[config.mk]
export PLATFORM = sky130hd
export DESIGN_NAME = pipe_ctrl
export DESIGN_NICKNAME = d
export VERILOG_FILES = /design/src/rtl/pipe_ctrl_pkg.sv /design/src/rtl/pipe_ctrl_gpr_scoreboard.sv /design/src/rtl/pipe_ctrl.sv
export SDC_FILE = /design/constraint.sdc
export NUM_CORES = 1
export LEC_CHECK = 0
export CAP_MARGIN = 20
export CORE_MARGIN = 4
export CORE_UTILIZATION = 53
export DETAILED_ROUTE_END_ITERATION = 10
export HOLD_SLACK_MARGIN = 0.08
export PLACE_DENSITY_LB_ADDON = 0.05
export SYNTH_ARGS = -nofsm -noshare
export SYNTH_HDL_FRONTEND = slang
export SYNTH_HIERARCHICAL = 1
export SYNTH_SLANG_ARGS = --single-unit
[constraint.sdc]
create_clock -name clock -period 4.25 [get_ports clock]
set_clock_uncertainty 0.05 [all_clocks]
set_input_delay 0.85 -clock clock [delete_from_list [all_inputs] [get_ports clock]]
set_output_delay 0.85 -clock clock [all_outputs]
set_load 0.02 [all_outputs]
[src/rtl/pipe_ctrl_pkg.sv]
// Shared definitions for the decode/execute issue controller: FSM state
// encodings and the default number of instructions allowed in flight.
package pipe_ctrl_pkg;

    localparam int PIPE_DEPTH = 4;

    typedef enum logic [1:0] {
        PIPE_ST_RUN   = 2'd0,
        PIPE_ST_DRAIN = 2'd1,
        PIPE_ST_REQ   = 2'd2,
        PIPE_ST_DONE  = 2'd3
    } pipe_state_t;

endpackage

[src/rtl/pipe_ctrl_gpr_scoreboard.sv]
// Per-GPR count of in-flight writes (x1..x31) with two read-port hazard lookups.
// x0 has no counter, so it never reports a pending write.
module gpr_scoreboard #(
    parameter int CW = 3
) (
    input  logic       clk,
    input  logic       srst,
    input  logic       inc_en,
    input  logic [4:0] inc_rd,
    input  logic       dec_en,
    input  logic [4:0] dec_rd,
    input  logic [4:0] rs1,
    input  logic [4:0] rs2,
    output logic       hazard1,
    output logic       hazard2
);

    logic [31:0] pend_nz;

    assign pend_nz[0] = 1'b0;

    generate
        for (genvar gi = 1; gi < 32; gi++) begin : g_pend
            logic [CW-1:0] pend_reg;
            logic          inc_hit;
            logic          dec_hit;

            assign inc_hit = inc_en && (inc_rd == 5'(gi));
            assign dec_hit = dec_en && (dec_rd == 5'(gi));

            // Count pending writes; simultaneous issue and retire cancel, and a
            // decrement of an empty counter is dropped (saturate at zero).
            always_ff @(posedge clk) begin
                if (srst) begin
                    pend_reg <= '0;
                end else if (inc_hit && !dec_hit) begin
                    pend_reg <= pend_reg + CW'(1);
                end else if (dec_hit && !inc_hit && (pend_reg != '0)) begin
                    pend_reg <= pend_reg - CW'(1);
                end
            end

            // Flag a retire of a register that has no write outstanding.
            always_ff @(posedge clk) begin
                if (!srst && dec_hit && !inc_hit) begin
                    assert (pend_reg != '0)
                    else $error("gpr_scoreboard: retire of x%0d with no pending write", gi);
                end
            end

            assign pend_nz[gi] = (pend_reg != '0);
        end
    endgenerate

    assign hazard1 = pend_nz[rs1];
    assign hazard2 = pend_nz[rs2];

endmodule

[src/rtl/pipe_ctrl.sv]
// Issue controller between decode and execute: RAW stall via the GPR
// scoreboard, in-flight limit, redirect flush, and fence.i sequencing
// (drain, I-cache invalidate handshake, single-cycle issue plus refetch).
module pipe_ctrl
    import pipe_ctrl_pkg::*;
#(
    parameter int DEPTH = PIPE_DEPTH,
    parameter int CW    = $clog2(DEPTH + 1)
) (
    input  logic       clock,
    input  logic       reset,
    input  logic       dec_valid_i,
    input  logic [4:0] dec_rs1_i,
    input  logic [4:0] dec_rs2_i,
    input  logic [4:0] dec_rd_i,
    input  logic       dec_gr_we_i,
    input  logic       dec_fence_i_i,
    output logic       dec_ready_o,
    input  logic       exu_redirect_i,
    input  logic       wb_valid_i,
    input  logic [4:0] wb_rd_i,
    input  logic       wb_gr_we_i,
    output logic       flush_o,
    output logic       icache_flush_req_o,
    input  logic       icache_flush_ack_i,
    output logic       fence_redirect_o,
    output logic       busy_o
);

    pipe_state_t   state_reg;
    pipe_state_t   state_next;
    logic [CW-1:0] inflight_reg;
    logic          hazard1;
    logic          hazard2;
    logic          hazard;
    logic          ready_next;
    logic          issue;
    logic          retire_ok;

    gpr_scoreboard #(
        .CW(CW)
    ) u_scoreboard (
        .clk     (clock),
        .srst    (reset),
        .inc_en  (issue && dec_gr_we_i && (dec_rd_i != 5'd0)),
        .inc_rd  (dec_rd_i),
        .dec_en  (wb_valid_i && wb_gr_we_i && (wb_rd_i != 5'd0)),
        .dec_rd  (wb_rd_i),
        .rs1     (dec_rs1_i),
        .rs2     (dec_rs2_i),
        .hazard1 (hazard1),
        .hazard2 (hazard2)
    );

    assign hazard    = hazard1 | hazard2;
    assign issue     = dec_valid_i & dec_ready_o;
    assign retire_ok = wb_valid_i & (inflight_reg != '0);

    // Next state and issue permission; redirect kills a speculative fence.i in DRAIN.
    always_comb begin
        state_next = state_reg;
        ready_next = 1'b0;
        case (state_reg)
            PIPE_ST_RUN: begin
                ready_next = dec_valid_i & !hazard & (inflight_reg != CW'(DEPTH))
                           & !exu_redirect_i & !dec_fence_i_i;
                if (dec_valid_i && dec_fence_i_i && !exu_redirect_i) begin
                    state_next = PIPE_ST_DRAIN;
                end
            end
            PIPE_ST_DRAIN: begin
                if (exu_redirect_i) begin
                    state_next = PIPE_ST_RUN;
                end else if (inflight_reg == '0) begin
                    state_next = PIPE_ST_REQ;
                end
            end
            PIPE_ST_REQ: begin
                if (icache_flush_ack_i) begin
                    state_next = PIPE_ST_DONE;
                end
            end
            PIPE_ST_DONE: begin
                ready_next = 1'b1;
                state_next = PIPE_ST_RUN;
            end
            default: begin
                state_next = PIPE_ST_RUN;
            end
        endcase
    end

    // FSM state register.
    always_ff @(posedge clock) begin
        if (reset) begin
            state_reg <= PIPE_ST_RUN;
        end else begin
            state_reg <= state_next;
        end
    end

    // In-flight counter: issue increments, retire decrements, both together hold.
    always_ff @(posedge clock) begin
        if (reset) begin
            inflight_reg <= '0;
        end else if (issue && !retire_ok) begin
            inflight_reg <= inflight_reg + CW'(1);
        end else if (retire_ok && !issue) begin
            inflight_reg <= inflight_reg - CW'(1);
        end
    end

    // Flag a retire arriving when nothing is in flight.
    always_ff @(posedge clock) begin
        if (!reset && wb_valid_i) begin
            assert (inflight_reg != '0)
            else $error("pipe_ctrl: retire with nothing in flight");
        end
    end

    assign dec_ready_o        = ready_next & !reset;
    assign flush_o            = exu_redirect_i & !reset;
    assign icache_flush_req_o = (state_reg == PIPE_ST_REQ);
    assign fence_redirect_o   = (state_reg == PIPE_ST_DONE);
    assign busy_o             = (inflight_reg != '0) || (state_reg != PIPE_ST_RUN);

endmodule

==> metrics.md <==
| Metric | Value |
|---|---|
| Initial antenna violation count | `0` |
| Mean post-synth cell area | `approximately 9.6 um2` |
| Hold Buf Count CTS | `0` |
| Max-Cap Viols | `0` |
| CP Cell Sequence | `clkdlybuf4s15_1 > buf_6 > mux4_2 > mux2i_1 > nor2_1 > o221ai_2 > nor2_2 > a31oi_2 > nor4b_2 > buf_4 > o311a_4 > buf_6 > nand4bb_1 > a211oi_1 > buf_4 > inv_1 > fa_1 > mux2i_1 > xor2_1 > nor2_1` |
| Final WL | `18.53 mm` |
| Die area | `0.01429 mm2` |
| Post-Syn Area | `0.006591 mm2` |
| Worst path bufs/invs | `6` |
| Synth warn | `6` |
| Starting Density | `54.42%` |
| IO Pins | `34` |
| Crit-path max FO | `7` |
| PD cells | `245.3 mW/mm2` |
| DIE HEIGHT | `between 100 and 150 um` |
| Grt total ovfl | `0` |
| CTS tree | `yes` |
| Critical path class | `input port to flop` |
| Mapped Nets | `around 750` |
| Total track usage | `a little over a quarter` |
| Met3 routed WL | `roughly 1.4 mm` |
| Critical Path RT | `roughly 4.4 ns` |
| Die Width | `119.5 um` |
| Number of remaining DRC errors | `0` |
| Peak supply drop | `0.0002176 V` |
| RD Place Congestion | `1.014` |
| Port buffer count | `33` |
| Post-DP HPWL | `around 13 mm` |
| ANT nets after route | `0` |
| Hold WC Path Type | `flop to flop` |
| Finished Layout Cells | `992` |
| Core Region | `0.01211 mm2` |
| Placement Setup Slack | `-0.8555 ns` |
| Finished Cell Area | `~0.0088 mm2` |
| Status | `complete, no violations` |
| P_leak | `3.243 nW` |
| Unrepaired setup endpoints after global routing | `yes` |
| Netlist cell types | `58` |
| Fin crit share | `100.0%` |
| Post-layout util | `between 70 and 80%` |
| Clock buffer depth | `2` |
| Worst setup SP type | `input port` |
| CP endpoint kind | `flop` |
| CP arrival | `4.41 ns` |
| Ys flop type | `dfxtp_1` |
| Final Hold Viols | `0` |
| Layout cells sized above 1 | `31.67%` |
| Routed met1 length | `7.746 mm` |
| Asr flop ratio synth | `0%` |
| Pins Over Slew Limit | `0` |
| Worst slew margin | `20.93%` |
| Vias in the first global route | `about 6,000` |
| TritonRoute pass-1 iters | `7` |
| DRT iter0 DRCs | `453` |
| CTS H-tree lvls | `3` |
| Post-DP Area | `0.007792 mm2` |
| Max stage delay on crit path | `0.37 ns` |
| Vias per cell | `around 6.0` |
| Setup ws final | `0.00009814 ns` |
| DP Cell Count | `957` |
| Fmax | `235.3 MHz` |
| CTS Buf Count | `9` |
| Root buffer cell | `clkbuf_16` |
| Clock latency on the worst-skew pair | `0.35 ns` |
| Clk sink count | `98` |
| Yosys reg bits | `98` |
| Tmin final | `4.250 ns` |
| Register area share after synthesis | `29.76%` |
| Worst-path clk slew | `0.07 ns` |
| Cell at the slowest stage of the critical path | `fa_1` |
| Max FFs per register | `93` |
| First-pass GRT wire length | `29.88 mm` |
| Diodes inserted | `0` |
| Area growth, synth to finish | `32.93%` |
| WL met2 | `approximately 8.6 mm` |
| Post-synth EDFFs | `0` |
| Top layer in use | `met4` |
| Crit path max-delay family | `buffers and inverters` |
| Total number of vias | `~6,000` |
| Worst-margin pin slew | `1.184 ns` |
| Final setup fails | `0` |
| Final nets | `887` |
| Setup TNS | `0 ns` |
| Wire length per cell | `18.68 um` |
| Largest net degree at the start of global routing | `roughly 100` |
| Cell count after synthesis | `roughly 680` |
| Row count | `40` |
==> cell usage in the layout (no fill, tap or decap), drive strengths merged, types with 3 or more instances in the layout <==
cell type	count
ha	6
mux4	9
mux2i	70
nor2	133
o311a	3
mux2	4
nand2b	7
a211oi	32
inv	35
and4bb	7
a31oi	3
xor2	63
buf	131
nor4b	4
clkbuf	11
o21ai	3
a21oi	6
nand3b	3
fa	32
a2111oi	30
nand2	9
nand4b	6
and4b	6
nor3	34
dfxtp	98
nand4bb	6
or3	6
nor2b	5
clkdlybuf4s50	25
==> synth_stat cells (all sizes together), types with 3 or more instances <==
cell	count	area, um2
buf	11	53.80
and4b	6	60.06
a31oi	3	18.77
fa	32	640.6
mux2i	70	700.7
a211oi	32	255.3
o21ai	3	15.01
o311a	3	30.03
ha	6	75.07
nand2	9	33.78
xor2	63	551.8
inv	35	131.4
and4bb	7	87.58
nor3	34	170.2
clkbuf	23	88.84
or3	6	37.54
nor2	133	499.2
mux2	4	45.04
a2111oi	30	382.9
nor2b	5	31.28
nand4bb	6	67.56
mux4	9	202.7
nand3b	3	22.52
nor4b	4	53.80
nand2b	7	43.79
dfxtp	98	1962
nand4b	6	58.80
a21oi	6	30.03
==> power by group <==
part	leakage (nW)	switching, mW	internal (mW)	total, mW
Combinational	2.33	0.243	0.174	0.416
Sequential	0.790	0.0276	0.938	0.966
Clock	0.128	0.357	0.410	0.767
==> cell families (layout without fill, tap and decap cells) <==
logic type      Yosys count  count (layout)  share of synthesized area [%]
xor+xnor                 64              64                          8.504
simple gates            243             243                          19.65
fa+ha+maj                38              38                          10.86
mux                      83              83                          14.39
buf+inv                  69             209                          4.157
compound gates           89              89                          12.68
flops                    98              98                          29.76
==> worst paths after layout <==
check / start / endpoint / slack [ns] / cells after the start
worst max-delay path: dec_rs1_i[2] / u_scoreboard/g_pend[5].pend_reg[2]$_SDFFE_PP0P_ / 0.0001 / 20
worst min-delay path: u_scoreboard/g_pend[25].pend_reg[2]$_SDFFE_PP0P_ / u_scoreboard/g_pend[25].pend_reg[2]$_SDFFE_PP0P_ / 0.47 / 2
worst max register to register: u_scoreboard/g_pend[10].pend_reg[0]$_SDFFE_PP0P_ / u_scoreboard/g_pend[5].pend_reg[2]$_SDFFE_PP0P_ / 0.05 / 20
worst min register to register: u_scoreboard/g_pend[25].pend_reg[2]$_SDFFE_PP0P_ / u_scoreboard/g_pend[25].pend_reg[2]$_SDFFE_PP0P_ / 0.47 / 2
==> area by class of cell <==
cell class	count	area, um2
timing repair buffer	159	1297
inverter	35	131.4
clock buffer	11	242.7
clock inverter	4	28.78
tap	168	210.2
fill	911	3349
multi-input combinational	517	4890
sequential	98	1962
==> metal layers <==
layer,vias up,GRT usage [%]
met5,-,0
met3,69,7.210
met4,0,12.67
met2,249,40.61
met1,2886,33.82
li1,2709,-
==> worst min-delay path, delay by kind of cell (launching register included) <==
kind                      cells  cell delay (ns)
DFF                           1             0.35
xor gates and xnor gates      1             0.07
and+or+nand+nor               1             0.07
==> repair_timing <==
action                                  CTS  global route
endpoints found under the setup margin   93            88
resized for setup                        55            78
pin swaps                                17            36
gates cloned                              1             0
setup buffers                             9            10
==> per-stage QoR <==
step / total power, mW / hold slack, ns
final: 2.150 / 0.4654
after global routing: 2.244 / 0.4976
after CTS: 2.152 / 0.4719
after detailed placement: 1.364 / 0.4503
after global placement: 1.349 / 0.4436
after floorplan: 1.209 / 0.4253
(Power assumes the default switching activity.)
==> patch 1, RTL diff (same flow settings) <==
Set the package constant `PIPE_DEPTH` to 8 (it was 4).
--- a/src/rtl/pipe_ctrl_pkg.sv
+++ b/src/rtl/pipe_ctrl_pkg.sv
@@ -2,7 +2,7 @@
 // encodings and the default number of instructions allowed in flight.
 package pipe_ctrl_pkg;
 
-    localparam int PIPE_DEPTH = 4;
+    localparam int PIPE_DEPTH = 8;
 
     typedef enum logic [1:0] {
         PIPE_ST_RUN   = 2'd0,
Function: changed (Yosys sat finds a counterexample within 10 cycles, from zero or initial values and one cycle with reset high).
==> patch 1 against the unedited design <==
The flow now finishes with violations (negative setup slack); count of clock-buffer cells in the layout up 11; die area is 38% higher; area after synthesis grew 41%; register-to-register slack lost 0.56 ns; total power up 53%; clock power increased by 94%; wire length increased by 52%; setup slack lost 0.51 ns; sequential cell count rose by 32; final area increased by 61%; largest cell class unchanged; highest routed layer unchanged.
==> patch 1: results (changes against the unedited design) <==
[timing]
finalSetupViolCount = 92  ; was 0
fin_ws_ns = -0.513  ; was 0.0000981 ns
fin_setup_tns_ns = -18.75  ; was 0 ns
worst_pin_slew_ns = 0.840  ; was 1.18 ns
whs_ns = 0.464  ; was 0.465 ns

[critical_path]
crit_fanout = 5  ; was 7
slowest_delay_ns = 0.57  ; was 0.37 ns
critPathLaunch = u_scoreboard/g_pend[25].pend_reg[3]  ; was dec_rs1_i[2]
critPathSlowestCell = or4_4  ; was fa_1
cp-endpoint = u_scoreboard/g_pend[14].pend_reg[3]  ; was u_scoreboard/g_pend[5].pend_reg[2]
cp_top_family = compound AO/OA/AOI/OAI gates  ; was buffers and inverters
arrival_ns = 4.99  ; was 4.41 ns

[route]
first_iter_violations = 552  ; was 453
vias = 8789  ; was 5913
routedWlPerCell_um = 18.2  ; was 18.7 µm
first_pass_iters = 5  ; was 7
via_per_inst = 5.67  ; was 5.96

[logic_synthesis]
syn_nets = 1105  ; was 751
synth.yosys.seq_area_share_pct = 28.1  ; was 29.8%
synthTopCellsByCount = nor2_1, dfxtp_1, xor2_1  ; was nor2_1, dfxtp_1, mux2i_1
synthTopCellsByArea = dfxtp_1, ha_1, xor2_1  ; was dfxtp_1, mux2i_1, fa_1
syn_avg_cell_area_um2 = 9.52  ; was 9.64 µm²

[cts]
ctsHoldBuffers = 0  ; unchanged
cts_max_path_buffers = 2  ; unchanged
clkLatencyLatePin_ns = 0.43  ; was 0.35 ns
cts_made_buffers = 17  ; was 9
h-tree-depth = 4  ; was 3

[min_path]
hold_start = u_scoreboard/g_pend[27].pend_reg[3]  ; was u_scoreboard/g_pend[25].pend_reg[2]
holdPathEnd = u_scoreboard/g_pend[27].pend_reg[3]  ; was u_scoreboard/g_pend[25].pend_reg[2]

[power_and_ir_drop]
intPower_mw = 2.42  ; was 1.52 mW
p_leak_nw = 6.07  ; was 3.24 nW
ir_drop_mv = 0.286  ; was 0.218 mV

[global_routing]
grt_pass1_vias = 8931  ; was 6013
grt_pass1_wl_um = 43800  ; was 29900 µm
grt_max_degree = 68  ; was 101

[place]
hpwl_um = 19100  ; was 13200 µm
dpl_cell_area_um2 = 12500  ; was 7790 µm²
post-place-ws_ns = -0.859  ; was -0.856 ns
dp_cells = 1489  ; was 957
portBuffers = 33  ; unchanged

[cells_and_area]
nNetsFinal = 1444  ; was 887
fillers = 1031  ; was 911
largest_reg_flops = 124  ; was 93
multi_input_area_um2 = 7500  ; was 4890 µm²
drive_gt1_share_pct = 44.2  ; was 31.7%

[outcome]
violations = negative setup slack
status = finished, violations left  ; was finished, final reports clean

patch 1: changes by cell type after synthesis, sizes merged, moves of 31 or more:
| cell | delta |
|---|---|
| dfxtp | +32 |
| xor2 | +31 |
| a21o | +31 |
| nor2 | +42 |
| ha | +64 |
patch 1: power groups by stage:
stage	combinational, mW	sequential (mW)	clock [mW]
2_1_floorplan	0.287	1.29	0
3_3_place_gp	0.461	1.30	0
3_5_place_dp	0.468	1.30	0
4_1_cts	0.478	1.27	1.51
5_1_grt	0.569	1.28	1.57
6_report	0.530	1.28	1.49
patch 1: repair_timing:
| action | in CTS | in global routing |
|---|---|---|
| resized for setup | 46 | 124 |
| buffers inserted | 16 | 24 |
| setup endpoints to repair | 99 | 108 |
| pin swaps | 37 | 98 |
| gates cloned | 0 | 1 |
patch 1: routing by layer:
metal / routed length [µm] / global-route usage, % / part of all wire (%) / up-vias
li1: - / - / - / 4201
met1: 12000 / 35.1 / 43 / 4260
met2: 13900 / 46.3 / 49 / 279
met3: 1730 / 6.86 / 6.1 / 49
met4: 607 / 8.11 / 2.1 / 0
met5: 0 / 0 / 0 / -
patch 1: kinds of logic (layout without fill, tap and decap cells):
group,after synthesis,in the layout,synth area share [%]
and+or+nand+nor,338,338,19.1
AOI/OAI and AO/OA,154,154,14.4
DFF,130,130,28.1
adders and majority gates,102,102,16.4
xor gates and xnor gates,95,95,8.98
muxes,80,80,9.82
buffers and inverters,75,427,3.29
patch 1: final cells by class:
cell class                 instances  area share (%)
clock inverter                    10           0.947
tap                              225            1.99
sequential                       130            18.4
multi-input combinational        769            53.1
timing repair buffer             361            21.5
inverter                          34           0.903
clock buffer                      22            3.21
==> patch 2, RTL diff (same settings) <==
Made on the original files. Re-encode `pipe_state_t` (4 states) as one-hot, 4 bits wide.
--- a/src/rtl/pipe_ctrl_pkg.sv
+++ b/src/rtl/pipe_ctrl_pkg.sv
@@ -4,11 +4,11 @@
 
     localparam int PIPE_DEPTH = 4;
 
-    typedef enum logic [1:0] {
-        PIPE_ST_RUN   = 2'd0,
-        PIPE_ST_DRAIN = 2'd1,
-        PIPE_ST_REQ   = 2'd2,
-        PIPE_ST_DONE  = 2'd3
+    typedef enum logic [3:0] {
+        PIPE_ST_RUN   = 4'b0001,
+        PIPE_ST_DRAIN = 4'b0010,
+        PIPE_ST_REQ   = 4'b0100,
+        PIPE_ST_DONE  = 4'b1000
     } pipe_state_t;
 
 endpackage
Formal check against the unedited RTL: no difference found for any inputs over 4 cycles, from zero or initial values and one cycle with reset high; so few cycles prove little.
==> patch 2 against the unedited design <==
The run now ends with negative setup slack left; total power down 3.6%; sequential share of layout area is 2.0 points higher; critical path depth fell by 5; final area is 6.5% lower; hold slack got worse by 0.012 ns; setup slack lost 0.050 ns; sequential cell count rose by 2; wire length is 6.9% lower; area after synthesis fell by 4.1%; die area down 3.8%; via count shrank 2.7%; sequential power barely moved; largest power group unchanged.
==> patch 2: results (changes against the unedited design) <==
[route]
first_pass_iters = 5  ; was 7
first_iter_violations = 400  ; was 453
routed_wl_um = 17300  ; was 18500 µm

[logic_synthesis]
synth.area.mux_share_pct = 10.6  ; was 14.4%
synthTopCellsByArea = dfxtp_1, fa_1, nor2_1  ; was dfxtp_1, mux2i_1, fa_1
synth_compound_area_share_pct = 6.13  ; was 12.7%
synthAdderAreaFrac_pct = 10.3  ; was 10.9%
syn_nets = 808  ; was 751
synth.yosys.seq_area_share_pct = 31.7  ; was 29.8%
synth_cell_types = 61  ; was 58
synth-xor-area-share_pct = 8.45  ; was 8.50%
synthTopCellsByCount = nor2_1, dfxtp_1, nand2_1  ; was nor2_1, dfxtp_1, mux2i_1

[outcome]
status = finished, violations left  ; was finished, final reports clean
violations = negative setup slack

[global_routing]
grt_usage_pct = 25.7  ; was 26.2%
grt_max_degree = 103  ; was 101
grt_pass1_wl_um = 27400  ; was 29900 µm
grt_pass1_vias = 5693  ; was 6013

[place]
gp_congestion = 0.935  ; was 1.01

[cells_and_area]
nNetsFinal = 928  ; was 887
fillers = 926  ; was 911

[critical_path]
r2r_start = u_scoreboard/g_pend[3].pend_reg[0]  ; was u_scoreboard/g_pend[10].pend_reg[0]
arrival_ns = 4.45  ; was 4.41 ns
critPathLaunch = dec_rs1_i[3]  ; was dec_rs1_i[2]

[timing]
finalSetupViolCount = 1  ; was 0
worst_pin_slew_ns = 1.06  ; was 1.18 ns
fin_ws_ns = -0.0503  ; was 0.0000981 ns

[power_and_ir_drop]
p_leak_nw = 3.14  ; was 3.24 nW
ir_drop_mv = 0.361  ; was 0.218 mV

[min_path]
hold_start = u_scoreboard/g_pend[20].pend_reg[1]  ; was u_scoreboard/g_pend[25].pend_reg[2]

==> patch 2: final cells by class <==
type	instances	area share (%)
timing repair buffer	135	14.1
clock inverter	4	0.611
inverter	30	1.37
clock buffer	12	2.89
tap	143	2.18
multi-input combinational	590	54.4
sequential	100	24.4
==> patch 2: per-layer routing <==
metal	vias up	wire length, µm	GRT usage, %
li1	2775	-	-
met1	2751	7250	32.0
met2	183	8380	43.2
met3	46	1060	6.32
met4	0	555	9.56
met5	-	0	0
==> patch 2: cells by family after synthesis <==
kind of cell / count (synthesis)
compound gates: 59
xor+xnor: 61
fa+ha+maj: 33
buf+inv: 56
flops: 100
mux: 62
simple gates: 375
==> patch 2: path summary, 6_finish.rpt <==
| check | end | slack [ns] | cells past startpoint |
|---|---|---|---|
| max | u_scoreboard/g_pend[17].pend_reg[2] | -0.05 | 15 |
| min | u_scoreboard/g_pend[20].pend_reg[1] | 0.45 | 2 |
| max reg2reg | u_scoreboard/g_pend[17].pend_reg[2] | 0.06 | 17 |
| min reg2reg | u_scoreboard/g_pend[20].pend_reg[1] | 0.45 | 2 |
==> patch 2: what timing repair did <==
| item | 4_1_cts | 5_1_grt |
|---|---|---|
| cloned | 2 | 1 |
| buffers inserted | 5 | 11 |
| pin swaps | 15 | 42 |
| endpoints found under the setup margin | 67 | 42 |
| resized for setup | 36 | 87 |
==> patch 2: worst max-delay path, stage by stage <==
cell             delay [ns]
clkdlybuf4s50_1        0.47
or4_1                  0.55
nand2_1                0.11
a21oi_2                0.06
nor3_2                 0.22
nand4_1                0.20
a21oi_4                0.32
or4bb_4                0.58
nor2_4                 0.12
and2_4                 0.17
inv_2                  0.04
fa_2                   0.34
mux2i_2                0.21
xor2_1                 0.17
nor2_1                 0.06
==> patch 2: power groups by stage <==
stage	combinational (mW)	clock, mW	sequential (mW)
global route	0.311	0.870	0.969
global placement	0.260	0	0.988
CTS	0.273	0.835	0.967
detailed placement	0.263	0	0.989
finish	0.288	0.816	0.967
floorplan	0.150	0	0.985
==> patch 2: through the flow <==
step                area, µm²  setup TNS (ns)  std cells
finish                   8190         -0.0503       1014
global placement         7400          -36.26        980
global route             8190           -1.16       1014
CTS                      7840               0       1003
floorplan                6370               0        746
detailed placement       7400          -44.88        980
